--- src/rtl/tea_engine_param.sv ---
// TEA encrypt/decrypt engine: one full Feistel round per clock, valid/ready on
// both sides, mode selected per block and returned alongside the result.
module tea_engine_param #(
  parameter int          ROUNDS = 32,
  parameter logic [31:0] DELTA  = 32'h9E3779B9,
  parameter int          CNT_W  = $clog2(ROUNDS + 1)
) (
  input  logic        clk,
  input  logic        wb_rst_i,
  input  logic        in_valid,
  output logic        in_ready,
  input  logic        in_mode,
  input  logic [31:0] in_v0,
  input  logic [31:0] in_v1,
  input  logic [31:0] key0,
  input  logic [31:0] key1,
  input  logic [31:0] key2,
  input  logic [31:0] key3,
  output logic        out_valid,
  input  logic        out_ready,
  output logic [31:0] out_v0,
  output logic [31:0] out_v1,
  output logic        out_mode,
  output logic        busy
);

  typedef enum logic [1:0] {
    IDLE = 2'd0,
    RUN  = 2'd1,
    DONE = 2'd2
  } state_t;

  // Decrypt starts from the sum encrypt would have ended on.
  localparam logic [31:0]      DEC_SUM  = DELTA * 32'(ROUNDS);
  localparam logic [CNT_W-1:0] LAST_CNT = CNT_W'(ROUNDS - 1);

  state_t           state_r, state_s;
  logic             accept_s, finish_s, release_s;
  logic [31:0]      v0_r, v1_r, sum_r;
  logic [31:0]      k0_r, k1_r, k2_r, k3_r;
  logic             mode_r;
  logic [CNT_W-1:0] cnt_r;
  logic [31:0]      s_enc_s, v0n_s, v1n_s, sum_n_s;

  function automatic logic [31:0] tea_f(input logic [31:0] x, input logic [31:0] s,
                                        input logic [31:0] ka, input logic [31:0] kb);
    return ((x << 4) + ka) ^ (x + s) ^ ((x >> 5) + kb);
  endfunction

  assign in_ready = (state_r == IDLE);
  assign busy     = (state_r != IDLE);

  // FSM state register
  always_ff @(posedge clk or posedge wb_rst_i) begin
    if (wb_rst_i) begin
      state_r <= IDLE;
    end else begin
      state_r <= state_s;
    end
  end

  // Next state and handshake strobes
  always_comb begin
    state_s   = state_r;
    accept_s  = 1'b0;
    finish_s  = 1'b0;
    release_s = 1'b0;
    case (state_r)
      IDLE: begin
        if (in_valid) begin
          accept_s = 1'b1;
          state_s  = RUN;
        end else begin
          state_s  = IDLE;
        end
      end
      RUN: begin
        if (cnt_r == LAST_CNT) begin
          finish_s = 1'b1;
          state_s  = DONE;
        end else begin
          state_s  = RUN;
        end
      end
      DONE: begin
        if (out_ready) begin
          release_s = 1'b1;
          state_s   = IDLE;
        end else begin
          state_s   = DONE;
        end
      end
      default: state_s = IDLE;
    endcase
  end

  // One full round; decrypt undoes the halves in reverse order with the current sum
  always_comb begin
    s_enc_s = sum_r + DELTA;
    v0n_s   = v0_r;
    v1n_s   = v1_r;
    sum_n_s = sum_r;
    if (mode_r) begin
      v1n_s   = v1_r - tea_f(v0_r, sum_r, k2_r, k3_r);
      v0n_s   = v0_r - tea_f(v1n_s, sum_r, k0_r, k1_r);
      sum_n_s = sum_r - DELTA;
    end else begin
      v0n_s   = v0_r + tea_f(v1_r, s_enc_s, k0_r, k1_r);
      v1n_s   = v1_r + tea_f(v0n_s, s_enc_s, k2_r, k3_r);
      sum_n_s = s_enc_s;
    end
  end

  // Working registers: loaded on acceptance, advanced every RUN cycle
  always_ff @(posedge clk or posedge wb_rst_i) begin
    if (wb_rst_i) begin
      v0_r   <= 32'd0;
      v1_r   <= 32'd0;
      sum_r  <= 32'd0;
      k0_r   <= 32'd0;
      k1_r   <= 32'd0;
      k2_r   <= 32'd0;
      k3_r   <= 32'd0;
      mode_r <= 1'b0;
      cnt_r  <= '0;
    end else if (accept_s) begin
      v0_r   <= in_v0;
      v1_r   <= in_v1;
      sum_r  <= in_mode ? DEC_SUM : 32'd0;
      k0_r   <= key0;
      k1_r   <= key1;
      k2_r   <= key2;
      k3_r   <= key3;
      mode_r <= in_mode;
      cnt_r  <= '0;
    end else if (state_r == RUN) begin
      v0_r   <= v0n_s;
      v1_r   <= v1n_s;
      sum_r  <= sum_n_s;
      cnt_r  <= cnt_r + CNT_W'(1);
    end else begin
      v0_r   <= v0_r;
      v1_r   <= v1_r;
      sum_r  <= sum_r;
      cnt_r  <= cnt_r;
    end
  end

  // Result registers: final round lands here directly and is held until consumed
  always_ff @(posedge clk or posedge wb_rst_i) begin
    if (wb_rst_i) begin
      out_v0    <= 32'd0;
      out_v1    <= 32'd0;
      out_mode  <= 1'b0;
      out_valid <= 1'b0;
    end else if (finish_s) begin
      out_v0    <= v0n_s;
      out_v1    <= v1n_s;
      out_mode  <= mode_r;
      out_valid <= 1'b1;
    end else if (release_s) begin
      out_valid <= 1'b0;
    end else begin
      out_valid <= out_valid;
    end
  end

endmodule

--- config.mk ---
export PLATFORM = sky130hd
export DESIGN_NAME = tea_engine_param
export DESIGN_NICKNAME = d
export VERILOG_FILES = /design/src/rtl/tea_engine_param.sv
export SDC_FILE = /design/constraint.sdc
export NUM_CORES = 2
export LEC_CHECK = 0
export CORE_MARGIN = 4
export CORE_UTILIZATION = 33
export DETAILED_ROUTE_END_ITERATION = 12
export PLACE_DENSITY = 0.52
export SETUP_SLACK_MARGIN = 0.2
export SKIP_LAST_GASP = 1
export SYNTH_ARGS = -nofsm -noshare
export SYNTH_HDL_FRONTEND = slang
export SYNTH_SLANG_ARGS = --single-unit
--- constraint.sdc ---
create_clock -name clk -period 9.7 [get_ports clk]
set_input_delay 0.97 -clock clk [delete_from_list [all_inputs] [get_ports clk]]
set_output_delay 0.97 -clock clk [all_outputs]
set_load 0.01 [all_outputs]
== After elaboration in Yosys (flattened, before gate mapping) ==
Index checks and enable logic that the tools add are counted.

* Word-level logic and storage cells: 72
* Output and inout bits: 68
* Input port bits: 197
* Flip-flop bits (word level): 299

* Bitwise operators: 8
* Equal/unequal tests: 3
* Multiplexer cells: 24
* Reduce and logical (&&, ||, !) cells: 4
* Add/sub/neg operators: 19

{| class="wikitable"
|+ Operators by type and width
! operator !! count
|-
| $add 32x32->32 || 10
|-
| $mux 32 || 10
|-
| $xor 32x32->32 || 8
|-
| $add 27x32->32 || 4
|-
| $sub 32x32->32 || 2
|-
| $add 32x32->32 const B || 1
|-
| $sub 32x32->32 const B || 1
|-
| $mux 6 || 2
|-
| $mux 1 || 9
|-
| $add 6x1->6 const B || 1
|-
| $eq 6x5->1 const B || 1
|-
| $pmux 2 s3 || 1
|-
| $reduce_bool 2->1 || 3
|-
| $mux 2 || 2
|-
| $eq 2x1->1 const B || 1
|-
| $eq 2x2->1 const B || 1
|-
| $logic_not 2->1 || 1
|}

== Longest topological paths before layout ==
* Word-level depth: 12
* Mapped depth: 49
* Depth with buffers taken out: 49

== Least setup slack after synthesis ==
OpenSTA, ideal clock, no wires.

* Kind: register -> register
* From: reg sum_r[1]
* To: reg v1_r[31]
* Stages on the path, launching flop included: 47
* Data arrival time: 8.828 ns
* Slack: 0.777 ns
* Setup time: 0.095 ns
* Period minus slack after synthesis: 8.923 ns
* Cells stage by stage: dfrtp_1 ha_1 a2111o_1 a211oi_1 nor2_1 a21oi_1 xor2_1 ha_1 a21o_1 a21o_1 a21oi_1 o21bai_1 a221o_1 xnor2_1 xnor2_1 xnor2_1 ha_1 clkbuf_1 [... 11 more ...] a31o_2 o21ai_0 nand2b_1 xnor2_1 xnor2_1 xnor2_1 ha_1 and3_1 and4_1 o21ai_0 a31oi_1 nor2_1 o21ai_0 xnor2_1 xnor3_1 xnor2_1 nor2_1 o31ai_1

* Word-level cells in the longest chain between the ends: 12

{| class="wikitable"
|+ Ends and longest elaborated chain
! element !! RTL line !! source
|-
| start, declared || 39 || <nowiki>logic [31:0] v0_r, v1_r, sum_r;</nowiki>
|-
| start signal, assigned || 129 || <nowiki>sum_r <= in_mode ? DEC_SUM : 32'd0;</nowiki>
|-
| start signal, assigned || 139 || <nowiki>sum_r <= sum_n_s;</nowiki>
|-
| start signal, assigned || 144 || <nowiki>sum_r <= sum_r;</nowiki>
|-
| $add 32x32->32 || 99 || <nowiki>s_enc_s = sum_r + DELTA;</nowiki>
|-
| $add 32x32->32 || 47 || <nowiki>return ((x << 4) + ka) ^ (x + s) ^ ((x >> 5) + kb);</nowiki>
|-
| $xor 32x32->32 (2 in series) || 47 ||
|-
| $add 32x32->32 || 108 || <nowiki>v0n_s = v0_r + tea_f(v1_r, s_enc_s, k0_r, k1_r);</nowiki>
|-
| $add 32x32->32 || 47 ||
|-
| $xor 32x32->32 (2 in series) || 47 ||
|-
| $add 32x32->32 || 109 || <nowiki>v1n_s = v1_r + tea_f(v0n_s, s_enc_s, k2_r, k3_r);</nowiki>
|-
| $mux 32 (*) || 103 || <nowiki>if (mode_r) begin</nowiki>
|-
| $mux 32 (*) || 136 || <nowiki>end else if (state_r == RUN) begin</nowiki>
|-
| $mux 32 (*) || 126 || <nowiki>end else if (accept_s) begin</nowiki>
|-
| end signal, assigned || 128 || <nowiki>v1_r <= in_v1;</nowiki>
|-
| end signal, assigned || 138 || <nowiki>v1_r <= v1n_s;</nowiki>
|-
| end signal, assigned || 143 || <nowiki>v1_r <= v1_r;</nowiki>
|-
| end, declared || 39 ||
|}

Mark *: on every way between the ends. The rest lies on a longest branch, timed or not. The select of a mux whose other input is x is not followed.
A chain may end at the register's enable or synchronous reset.

== Final worst setup path ==
* From: reg sum_r[0]
* To: reg out_v1[28]

* Word-level cells in the longest chain between the ends: 10

{| class="wikitable"
|+ Ends and longest elaborated chain
! element !! RTL line !! source
|-
| $add 32x32->32 || 99 ||
|-
| $add 32x32->32 || 47 ||
|-
| $xor 32x32->32 (2 in series) || 47 ||
|-
| $add 32x32->32 || 108 ||
|-
| $add 32x32->32 || 47 ||
|-
| $xor 32x32->32 (2 in series) || 47 ||
|-
| $add 32x32->32 || 109 ||
|-
| $mux 32 (*) || 103 ||
|-
| end signal, assigned || 158 || <nowiki>out_v1 <= v1n_s;</nowiki>
|-
| end, declared || 22 || <nowiki>output logic [31:0] out_v1,</nowiki>
|}

Mark *: on every way between the ends. The rest lies on a longest branch, timed or not.

==> impl_metrics.csv <==
group,metric,value,unit
status,status,"complete, no violations",
timing,report.final.slew_viol_count,0,
synth,syn-num-nets,5270,
critical_path,timing.rr.end,"out_v1[28]",
floorplan,die_area,0.1167,mm2
hold_path,holdPathEnd,"out_v0[0]",
hold_path,min_path_cells,2,
clocking,htree_levels,2,
hold_path,hold_path.class,"reg2reg",
route,via_per_inst,5.363,
timing,hold_viol_final,0,
clocking,clk_pin_slew,60,ps
route,drc,0,
floorplan,row_count,122,
global_routing,grt.overflow.total,0,
timing,setup_ws,47.17,ps
run,maxCapViolCount,0,
synth,avgSynthCellArea,8.034,um2
timing,max_clock_freq,103.6,MHz
timing,finalSetupViolCount,0,
critical_path,slowest_delay,490,ps
critical_path,cp-end-kind,"register",
synth,ys_ff_latch,299,
critical_path,critPathMostFrequentCell,"xnor2_1",
synth,ys_seq_area_frac,0.2036,
critical_path,critPathTopFamily,"compound AO/OA/AOI/OAI gates",
timing,finalCriticalPeriod,9653,ps
clocking,cts_buffers,39,
layout,final_nets,6460,
timing,rsz0062_at_grt,"yes",
floorplan,die_h,341.7,um
clocking,insertion_delay,640,ps
synth,yosys.cell_count.top_type,"nand2_1",
route,vias,39050,
critical_path,r2r-start,"sum_r[0]",
floorplan,ios,265,
timing,post-route-period-util,0.9951,
critical_path,required,10150,ps
synth,synthTopCellsByArea,"dfrtp_1, ha_1, xnor2_1",
layout,drive_gt1_frac,0.2469,
critical_path,crit_fanout,5,
synth,synthArstFlopShare,1.000,
route,first_iter_violations,3153,
global_routing,grt_max_degree,156,
global_routing,grt_use_total,0.2813,
timing,finClkSkew,43.34,ps
synth,synth_cell_types,79,
placed_design,place_ws,-747.4,ps
floorplan,core_area,0.1107,mm2
critical_path,crit_cells,48,
route,wirelength,170700,um
placed_design,placement.io_buffers,264,
synth,yosys.area.top_type,"dfrtp_1",
critical_path,r2r_slack,50,ps
placed_design,gp_congestion,0.9976,
synth,yosys_warnings,0,
route,routedWlPerCell,23.45,um
critical_path,slowest_stage,"a2111o_1",
synth,netlist.area_leader.share,0.2036,
clocking,clk_path_buf_depth,3,
synth,synth_ff_type,"dfrtp_1",
synth,syn_inst,4573,
critical_path,crit_arrival,10100,ps
synth,netlist_top_cells_count,"nand2_1, xnor2_1, ha_1",
clocking,root_buffer,"clkbuf_16",
global_routing,grt_pass1_wl,247700,um
synth,synth_area,0.03674,mm2
critical_path,worst_setup_path_start_kind,"register",
route,drt_pass1_iterations,5,
layout,area_delta_synth_final,41.61,%
timing,tightestPinTransition,1179,ps
floorplan,die_x,341.7,um
synth,synth_edf_count,0,
floorplan,initial_core_util,0.3320,
clocking,clock-sinks,299,
critical_path,critPathKind,"reg2reg",
clocking,cts_tree,"done",
timing,slew_headroom,0.2112,
critical_path,ff2ff_path_depth,48,
global_routing,grt_pass1_vias,37960,
critical_path,crit_buf_inv,7,
global_routing,grt_antenna_before_repair,1,
placed_design,dpl.hpwl,140200,um
route,postRouteAntennaNets,0,
clocking,holdBufCountCts,0,
hold_path,hold_path_startpoint,"out_v0[0]",
## per-layer routing
metal  vias to the layer above  track usage  part of all wire
li1                      18800            -                 -
met1                     18710       0.3613              0.43
met2                      1241       0.4884              0.48
met3                       295      0.02804             0.048
met4                         0       0.1036             0.046
met5                         -            0                 0
## worst min-delay path, delay by kind of cell (launching register included)
kind               cells  cell delay (ps)
DFF                    1              340
and+or+nand+nor        1               50
AOI/OAI and AO/OA      1               60
## per-stage QoR
stage	hold slack, ps	instance area (um2)	instances	TNS, ps	util
2_1_floorplan	465.2	36740	4573	0	-
3_3_place_gp	463.2	47980	7153	-6549	0.4336
3_5_place_dp	464.7	47980	7153	-6881	0.4336
4_1_cts	483.0	50030	7240	0	0.4520
5_1_grt	504.8	52030	7280	-1650	0.4701
6_report	475.5	52030	7281	0	0.4702
## worst max path at each step
stage | slack (ps) | to | startpoint
global route | -290 | out_v1[28] | sum_r[0]
floorplan | 470 | cnt_r[0] | wb_rst_i
finish | 50 | out_v1[28] | sum_r[0]
global placement | -770 | out_v0[31] | v0_r[0]
CTS | 190 | out_v0[31] | v0_r[0]
detailed placement | -750 | out_v0[31] | v0_r[0]
## layout by cell type (no fill, tap or decap), drive strengths merged, types with 16 or more instances in the layout
| master | netlist | routed |
|---|---|---|
| o31ai | 21 | 21 |
| buf | 11 | 1003 |
| nor2b | 40 | 40 |
| or3 | 21 | 21 |
| a31oi | 38 | 38 |
| nand3 | 67 | 67 |
| o211ai | 19 | 19 |
| nand2 | 656 | 656 |
| fa | 16 | 16 |
| and3 | 45 | 45 |
| a21oi | 420 | 420 |
| a21boi | 17 | 17 |
| a211oi | 41 | 41 |
| nand4 | 34 | 34 |
| xnor2 | 606 | 606 |
| inv | 124 | 124 |
| a21o | 235 | 235 |
| nor2 | 257 | 257 |
| o21a | 58 | 58 |
| a211o | 17 | 17 |
| dfrtp | 299 | 299 |
| nand2b | 54 | 54 |
| o21bai | 65 | 65 |
| clkdlybuf4s50 | 0 | 264 |
| ha | 484 | 484 |
| xor2 | 125 | 125 |
| a22oi | 60 | 60 |
| clkbuf | 107 | 56 |
| o21ai | 333 | 333 |
| and2 | 24 | 24 |
| nor3 | 59 | 59 |
| mux2i | 31 | 31 |
## area by class of cell
cell class	instances	area, um2
Antenna cell	1	2.502
Fill cell	10950	58640
Sequential cell	299	7486
Multi-Input combinational cell	4032	30560
Tap cell	1488	1862
Timing Repair Buffer	1267	10260
Inverter	124	476.7
Clock inverter	14	217.7
Clock buffer	56	1161
## what timing repair did
item                       in CTS  in global routing
setup buffers                  17                 40
setup endpoints to repair      41                 57
pin swaps                      55                189
gates resized for setup       115                329
## flip-flops by register name, summed over array words and instances, names as in the netlist
register   flops
v1_r          32
mode_r         1
sum_r         32
out_mode       1
k1_r          32
k3_r          32
v0_r          32
k2_r          32
state_r        2
out_v1        32
out_v0        32
out_valid      1
cnt_r          6
k0_r          32
## cells by family after synthesis
family | Yosys count | synth area share
AO/OA/AOI/OAI | 1446 | 0.2499
XOR/XNOR | 740 | 0.1798
adder cells (fa/ha/maj) | 500 | 0.1735
buffers and inverters | 242 | 0.02489
flip-flops | 299 | 0.2036
multiplexers | 33 | 0.009058
AND/OR/NAND/NOR | 1313 | 0.1591
Power is left out: the tool's default activity adds up to more than one toggle a clock period on the data nets, which glitch-free logic cannot reach.
